`src/rtl/turn_throw_fsm.sv`:
```
// turn_throw_fsm: runs one throw turn for the local or remote player.
//
// Waits for a fresh press, charges a saturating power meter while the press is
// held, and latches the power on release or hold timeout. It then holds
// throw_enable for THROW_CYCLES cycles and pulses turn_done for one cycle.
//
// Ports:
//   clk           system clock
//   rst           synchronous reset, active-high
//   my_turn       turn ownership; low aborts the turn on the next edge
//   local_mode    1: press = space, 0: press = space_rx
//   space         local key (already synchronised)
//   space_rx      remote player press (already synchronised)
//   enable_draw   power-bar draw enable (CHARGE)
//   index         sprite/phase index: 0 idle, 1 charge, 2 throw/done
//   space_pin_tx  local press forwarded to the remote board (CHARGE, local mode)
//   throw_enable  projectile motion enable (THROW)
//   throw_power   power latched at release
//   turn_done     one-cycle end-of-turn pulse (DONE)
module turn_throw_fsm #(
   parameter int unsigned THROW_CYCLES      = 65000000,
   parameter int unsigned POWER_W           = 4,
   parameter int unsigned POWER_STEP_CYCLES = 4062500,
   parameter int unsigned MAX_HOLD_CYCLES   = 130000000
) (
   input  logic               clk,
   input  logic               rst,
   input  logic               my_turn,
   input  logic               local_mode,
   input  logic               space,
   input  logic               space_rx,
   output logic               enable_draw,
   output logic [1:0]         index,
   output logic               space_pin_tx,
   output logic               throw_enable,
   output logic [POWER_W-1:0] throw_power,
   output logic               turn_done
);

   localparam logic [31:0]        ThrLast  = THROW_CYCLES - 1;
   localparam logic [31:0]        StepLast = POWER_STEP_CYCLES - 1;
   localparam logic [31:0]        HoldLast = MAX_HOLD_CYCLES - 1;
   localparam logic [POWER_W-1:0] PowerMax = {POWER_W{1'b1}};

   typedef enum logic [1:0] {
      StIdle   = 2'd0,
      StCharge = 2'd1,
      StThrow  = 2'd2,
      StDone   = 2'd3
   } state_e;

   state_e             state_q, state_d;
   logic               press;
   logic               press_q;
   logic               start;
   logic [31:0]        step_cnt_q, step_cnt_d;
   logic [31:0]        hold_cnt_q, hold_cnt_d;
   logic [31:0]        thr_cnt_q, thr_cnt_d;
   logic [POWER_W-1:0] power_q, power_d;
   logic [POWER_W-1:0] throw_power_q, throw_power_d;

   assign press = local_mode ? space : space_rx;
   // Rising edge only: a key held across a turn, abort or reset never starts a turn.
   assign start = press & ~press_q;

   // Next-state logic
   always_comb begin
      state_d       = state_q;
      step_cnt_d    = step_cnt_q;
      hold_cnt_d    = hold_cnt_q;
      thr_cnt_d     = thr_cnt_q;
      power_d       = power_q;
      throw_power_d = throw_power_q;

      if (!my_turn) begin
         // Abort wins over every other event, including the DONE pulse.
         state_d       = StIdle;
         step_cnt_d    = '0;
         hold_cnt_d    = '0;
         thr_cnt_d     = '0;
         power_d       = '0;
         throw_power_d = '0;
      end else begin
         case (state_q)
            StIdle: begin
               if (start) begin
                  state_d       = StCharge;
                  step_cnt_d    = '0;
                  hold_cnt_d    = '0;
                  power_d       = '0;
                  throw_power_d = '0;
               end
            end
            StCharge: begin
               if (!press || (hold_cnt_q == HoldLast)) begin
                  // Release (or timeout) latches the current power; the
                  // increment that would land on this edge is dropped.
                  state_d       = StThrow;
                  throw_power_d = power_q;
                  thr_cnt_d     = '0;
               end else begin
                  hold_cnt_d = hold_cnt_q + 32'd1;
                  if (step_cnt_q == StepLast) begin
                     step_cnt_d = '0;
                     if (power_q != PowerMax) begin
                        power_d = power_q + POWER_W'(1);
                     end
                  end else begin
                     step_cnt_d = step_cnt_q + 32'd1;
                  end
               end
            end
            StThrow: begin
               if (thr_cnt_q == ThrLast) begin
                  state_d = StDone;
               end else begin
                  thr_cnt_d = thr_cnt_q + 32'd1;
               end
            end
            StDone: begin
               state_d = StIdle;
            end
            default: begin
               state_d = StIdle;
            end
         endcase
      end
   end

   // Outputs decoded from the registered state
   always_comb begin
      enable_draw  = 1'b0;
      index        = 2'd0;
      space_pin_tx = 1'b0;
      throw_enable = 1'b0;
      turn_done    = 1'b0;
      case (state_q)
         StCharge: begin
            enable_draw  = 1'b1;
            index        = 2'd1;
            space_pin_tx = local_mode;
         end
         StThrow: begin
            index        = 2'd2;
            throw_enable = 1'b1;
         end
         StDone: begin
            index     = 2'd2;
            turn_done = 1'b1;
         end
         default: begin
         end
      endcase
   end

   assign throw_power = throw_power_q;

   always_ff @(posedge clk) begin
      // press_q keeps sampling during reset so a key held through reset must
      // be released and pressed again before a turn starts.
      press_q <= press;
      if (rst) begin
         state_q       <= StIdle;
         step_cnt_q    <= '0;
         hold_cnt_q    <= '0;
         thr_cnt_q     <= '0;
         power_q       <= '0;
         throw_power_q <= '0;
      end else begin
         state_q       <= state_d;
         step_cnt_q    <= step_cnt_d;
         hold_cnt_q    <= hold_cnt_d;
         thr_cnt_q     <= thr_cnt_d;
         power_q       <= power_d;
         throw_power_q <= throw_power_d;
      end
   end

endmodule

```
`config.mk`:
```
export PLATFORM = sky130hd
export DESIGN_NAME = turn_throw_fsm
export DESIGN_NICKNAME = d
export VERILOG_FILES = /design/src/rtl/turn_throw_fsm.sv
export SDC_FILE = /design/constraint.sdc
export NUM_CORES = 1
export LEC_CHECK = 0
export ABC_AREA = 1
export CORE_MARGIN = 2
export CORE_UTILIZATION = 47
export CTS_CLUSTER_SIZE = 16
export DETAILED_ROUTE_END_ITERATION = 12
export PLACE_DENSITY = 0.66
export SLEW_MARGIN = 30
export SYNTH_ARGS = -nofsm -noshare
export SYNTH_HDL_FRONTEND = slang
export SYNTH_SLANG_ARGS = --single-unit
```
`constraint.sdc`:
```
create_clock -name clk -period 1.6 [get_ports clk]
set_input_delay 0.16 -clock clk [delete_from_list [all_inputs] [get_ports clk]]
set_output_delay 0.16 -clock clk [all_outputs]
set_load 0.01 [all_outputs]
```
After elaboration in Yosys (flattened, before gate mapping)
Index checks and enable logic that the tools add are counted.
Operators by class
  add/subtract/negate cells: 4
  eq/ne operators: 14
  muxes and demuxes: 26
  bitwise logic cells: 3
  reduce and logical (&&, ||, !) cells: 12
Operators by type and width (number)
  32-bit two-way mux: 6
  32-bit case mux with 2 select lines: 3
  32-bit by 1-bit adder with 32-bit output (second input constant): 3
  32-bit by 22-bit == test with 1-bit output (second input constant): 1
  32-bit by 26-bit == test with 1-bit output (second input constant): 1
  32-bit by 27-bit == test with 1-bit output (second input constant): 1
  4-bit two-way mux: 5
  4-bit case mux with 2 select lines: 2
  2-bit inequality test (second input constant): 7
  3-bit AND reduction: 4
  2-bit case mux with 4 select lines: 1
  2-bit two-way mux: 3
  1-bit two-way mux: 5
  5-bit AND reduction: 1
  4-bit by 1-bit adder with 4-bit output (second input constant): 1
  2-bit == test (second input constant): 2
  4-bit inequality test (second input constant): 1
  2-bit case mux with 2 select lines: 1
  2-bit nonzero test: 2
  2-bit OR reduction: 2
  2-bit by 1-bit == test with 1-bit output (second input constant): 1
  2-bit zero test: 1
  1-bit inverter: 2
  1-bit AND: 1
  2 further kinds: 2
Storage, ports and cells
  flip-flop bits (word level): 107
  bits of input ports: 6
  output and inout port bits: 10
  logic and storage cells: 66

Depth between registers and ports, before layout
  depth in word-level cells: 5
  gate-level depth with buffers: 14

Worst setup path before layout
OpenSTA, ideal clock, no wires.
  kind: reg-to-reg
  from: reg state_q[1]
  to: reg hold_cnt_q[10]
  setup time: 58 ps
  arrival time: 1617 ps
  setup slack: -75 ps
  cell stages (with the launch flop): 10
  period minus slack after synthesis: 1675 ps
  cell sequence: dfxtp_1 inv_1 ha_1 buf_2 inv_1 nor2_1 buf_1 o21ai_0 nand2_1 o21a_1
Between the ends
  word-level cells in the longest chain between the ends: 3
RTL lines
  start: declaration: line 52  | state_e state_q, state_d;
  start signal: assignment: line 163  | state_q <= StIdle;
  start signal: assignment: line 170  | state_q <= state_d;
  2-bit by 1-bit == test with 1-bit output / 2-bit zero test (equally long branches): line 84  | case (state_q)
  2-bit inequality test (no line) / 2-bit nonzero test (equally long branches)
  3-bit AND reduction (no line)
  end signal: assignment: line 172  | hold_cnt_q <= hold_cnt_d;
  end: declaration: line 57  | logic [31:0] hold_cnt_q, hold_cnt_d;
Parallel ways exist; a longest one is shown, timed or not.
A chain may end at the register's enable or synchronous reset.

Worst setup path after layout
  from: reg hold_cnt_q[1]
  to: reg hold_cnt_q[25]
Between the ends
  word-level cells in the longest chain between the ends: 4
RTL lines
  branches (longest 4 deep; another with 32-bit by 1-bit adder with 32-bit output)
Parallel ways; which one is timed is not known. The select of a mux whose other input is x is not followed.

==> summary.md <==
STA classifies the critical path endpoint as a flop. The number of antenna violations at the first check in global routing is 0. Global routing used 35.3% of the available met1 tracks. For met3 alone, demand over resource in global routing was 4.65%. After routing the design area is 11,300 um2. For this run, design rule violations remaining after detail routing come to 0. The cell at the slowest stage of the critical path is dfxtp_2. The vertical die dimension came out at 127 um. The run gives 8990 um2 as the instance area after placement.

Summing the sequential cell areas from Yosys gives 30.1% of the chip area. Buffers placed on the I/O ports in this run total 15. For the max-cap check violation count, the log shows 0.

From synthesis to final layout, the design area changed by 58.0%. Dividing total power by cell area gives a power density of 620 nW/um2. Net count of the finished layout: 1,456. Final count of pins violating max slew: 0. The switching part of the total is 30.7%. The area inside the core boundary is 15,000 um2, and the switching power is 2.14 mW. The tools report the post-layout worst setup margin as -0.273 ns. The part of the power in combinational logic came out at 27.1%. The data arrival at the endpoint of the critical path is 2.18 ns. Static timing analysis puts the maximum clock frequency at 534 MHz. In this design, the critical path's most frequently occurring cell is nand2_2. The logs give 38,500 um for the wire length of the first global-routing pass and 1,579 for the total instance count after detailed placement.

The minimum clock period was 1.87 ns. The utilization of the core after routing is 74.9%, and the transition time of the tightest slew-check pin is 0.406 ns. The kind of critical path is flop to flop.

The synthesized cell area is 7130 um2, and the first-iteration detailed-routing DRC count is 878. The number of global-route vias before repair came out at 8,343. Once the floorplan was initialized, standard cells occupied 47.4% of the core. Sequential cells account for 38.7% of the total power.

In this run the register-to-register setup slack is -0.27 ns. After synthesis, the mean cell area works out to 5.96 um2. Number of standard cells after synthesis: 1,195. Setup violations remaining at the end of the flow were counted as 106. The via-per-instance ratio works out to 5.42.

The part of the cycle the worst path needs came out at 117%. The tools report the total of hold buffers inserted after clock tree synthesis as 0. Of all flip-flops after synthesis, the portion carrying an async set or reset was 0%. The H-tree generated during clock tree synthesis spans 3 levels.

TritonCTS built the clock tree. The run gives 29.2% as the all-layer global routing usage. The floorplan step defined a die boundary enclosing 16,200 um2. The logs give 4.84 mW for the cell-internal power and 9 for the number of buffers created by CTS. In this run the critical register-to-register path is launched from hold_cnt_q[1]$_SDFFE_PP0P_.

The nature of the critical path startpoint was a flop. For the worst setup path, the data required time is 1.91 ns. Setup repair after global routing could not meet its margin everywhere. The number of library cell types mapped by synthesis came out at 37. Pin count of the biggest net entering global routing: 20. The critical path goes through ha_4, nand3_4, inv_2, nand2_2, nor2_2, nand2_2, nand2_2, nand2_4, nand2_8, buf_12, inv_12, buf_12, nand2_4, nand2_2, nor2_2. The post-synthesis sequential element count was 107.

The sink of the worst hold path was thr_cnt_q[5]$_SDFFE_PP0P_. After detailed routing, the average wire length per cell comes to 15.8 um. For the number of detailed-routing iterations run before antenna repair, the log shows 5. Clock latency on the worst-skew pair, taken at its later pin, is 0.37 ns. The reported leakage power was 4.69 nW. Global routing consumed, on the met2 layer, 52.5% of the routing resources. Part of the total power dissipated in the clock network: 34.3%.

Leaving out fill and tap cells, the most frequent cell in the layout is nand2_1. The peak fanout along the critical path works out to 7. Count of cells along the worst hold path: 2. For the antenna diode instance count, the log shows 0.

The final layout contains routed wiring with a total length of 25,900 um. The largest single stage delay on the critical path is 0.39 ns. In the synthesized netlist the dominant register cell turns out to be dfxtp_1.

The final hold violation count was 0. Hold is met by 0.492 ns. The clock arrives with 0.0136 ns of skew. Routability-driven placement finished with a final weighted congestion of 0.909. Number of standard-cell rows in the floorplan: 45. Number of warning messages in the yosys log: 0. In this run the worst hold path is classified as flop to flop.

The final reports fail on setup timing. The width of the die is 127 um. Of the cells placed in the final design, the portion with a size suffix greater than 1 is 40.5%. The detail route stage leaves a number of antenna-violating nets equal to 0.

The clock slew seen by the registers of the worst setup and hold paths is 0.08 ns, and the detailed placer's ending HPWL is 15,500 um. Most congested layer reported by global routing: met2. The run gives 8,849 as the overall via count from detail_route.

The tools report the clock tree root driver cell as clkbuf_16. Leaving out fill and tap cells, the most frequent cells in the layout are nand2_1, buf_4, nor2_1, inv_1, dfxtp_1. Measured against its own limit, the worst slew margin works out to 72.7%. After global routing the overflow that remains totals 0.

Counting cells, the worst reg-to-reg path comes to 15. The hold path startpoint is thr_cnt_q[5]$_SDFFE_PP0P_. For this design, the sink count on the clock tree is 107. Synthesis produced a netlist with a net count of 1,210.

The clock passes through at most 2 buffers. 16 I/O pins were placed. Across the VDD grid, the largest voltage drop is 0.589 mV. The run finished, with violations left.

The capture point of the worst reg-to-reg path was hold_cnt_q[25]$_SDFFE_PP0P_. The tools report the final cell count without fillers as 1,634. Yosys mapped a number of flops with a built-in enable equal to 0.
## metal layers
metal | part of all wire, % | vias up | wire [um]
met3 | 6.2 | 101 | 1600
met2 | 51 | 398 | 13100
met4 | 4.2 | 0 | 1090
met1 | 39 | 4072 | 10100
li1 | - | 4278 | -
met5 | 0 | - | 0
## worst max path at each step
stage | startpoint | endpoint | cells after the start
finish | hold_cnt_q[1]$_SDFFE_PP0P_ | hold_cnt_q[25]$_SDFFE_PP0P_ | 15
global route | hold_cnt_q[27]$_SDFFE_PP0P_ | hold_cnt_q[25]$_SDFFE_PP0P_ | 15
CTS | thr_cnt_q[1]$_SDFFE_PP0P_ | thr_cnt_q[3]$_SDFFE_PP0P_ | 12
detailed placement | local_mode | step_cnt_q[21]$_SDFFE_PP0P_ | 12
global placement | local_mode | hold_cnt_q[1]$_SDFFE_PP0P_ | 12
floorplan | hold_cnt_q[0]$_SDFFE_PP0P_ | step_cnt_q[17]$_SDFFE_PP0P_ | 13
## cell usage after synthesis, drive strengths merged, types with 9 or more instances
cell type	count	area [um2]
xor2	32	280
nand2	393	1530
nor2	202	808
o21ai	54	274
clkbuf	13	48.8
nand4	31	194
inv	140	528
nand3	81	415
a21oi	53	265
nor3	32	170
buf	20	156
ha	9	113
dfxtp	107	2140
## state kept, by name, summed over array words and instances (netlist names)
| name | count |
|---|---|
| hold_cnt_q | 32 |
| power_q | 4 |
| press_q | 1 |
| state_q | 2 |
| step_cnt_q | 32 |
| thr_cnt_q | 32 |
| throw_power | 4 |
## metrics by stage
stage                     setup TNS (ns)  power [mW]  worst slack (ns)
after detailed placement          -24.31        3.69            -0.322
after global routing              -28.61        7.17            -0.347
after CTS                          -9.58        6.67            -0.149
after global placement            -20.17        3.68            -0.273
after floorplan                  -0.0400        3.33           -0.0107
final                             -20.93        6.98            -0.273
## critical path: cells and delay by family (launching register included)
kind                     cells  cell delay, ns
flip-flops                   1            0.39
buffers and inverters        4            0.41
adder cells (fa/ha/maj)      1            0.16
AND/OR/NAND/NOR             10            0.84
## power by group through the flow
stage	sequential (mW)	clock, mW	combinational (mW)
3_5_place_dp	2.76	0	0.931
6_report	2.70	2.39	1.89
3_3_place_gp	2.75	0	0.926
4_1_cts	2.70	2.42	1.56
2_1_floorplan	2.76	0	0.577
5_1_grt	2.70	2.51	1.97
## layout make-up
class	count	area [um2]
repair buffers	267	2460
fillers	1043	3770
flip-flops and latches	107	2180
repair inverters	1	16.3
well taps	188	235
inverters	140	571
clock buffers	13	260
clock inverters	3	46.3
multi-input cells	915	5490
## cells by family after synthesis
group	count (synthesis)	synth area share, %
simple gates	756	45.4
flops	107	30.1
compound gates	116	8.55
buf+inv	173	10.3
xor+xnor	34	4.18
fa+ha+maj	9	1.58
## timing repair
action	in CTS	in global routing
pin swaps	69	97
gates cloned	9	2
buffers inserted	16	15
gates resized for setup	237	231
setup endpoints to repair	112	110
Power figures use the tool's default switching activity.
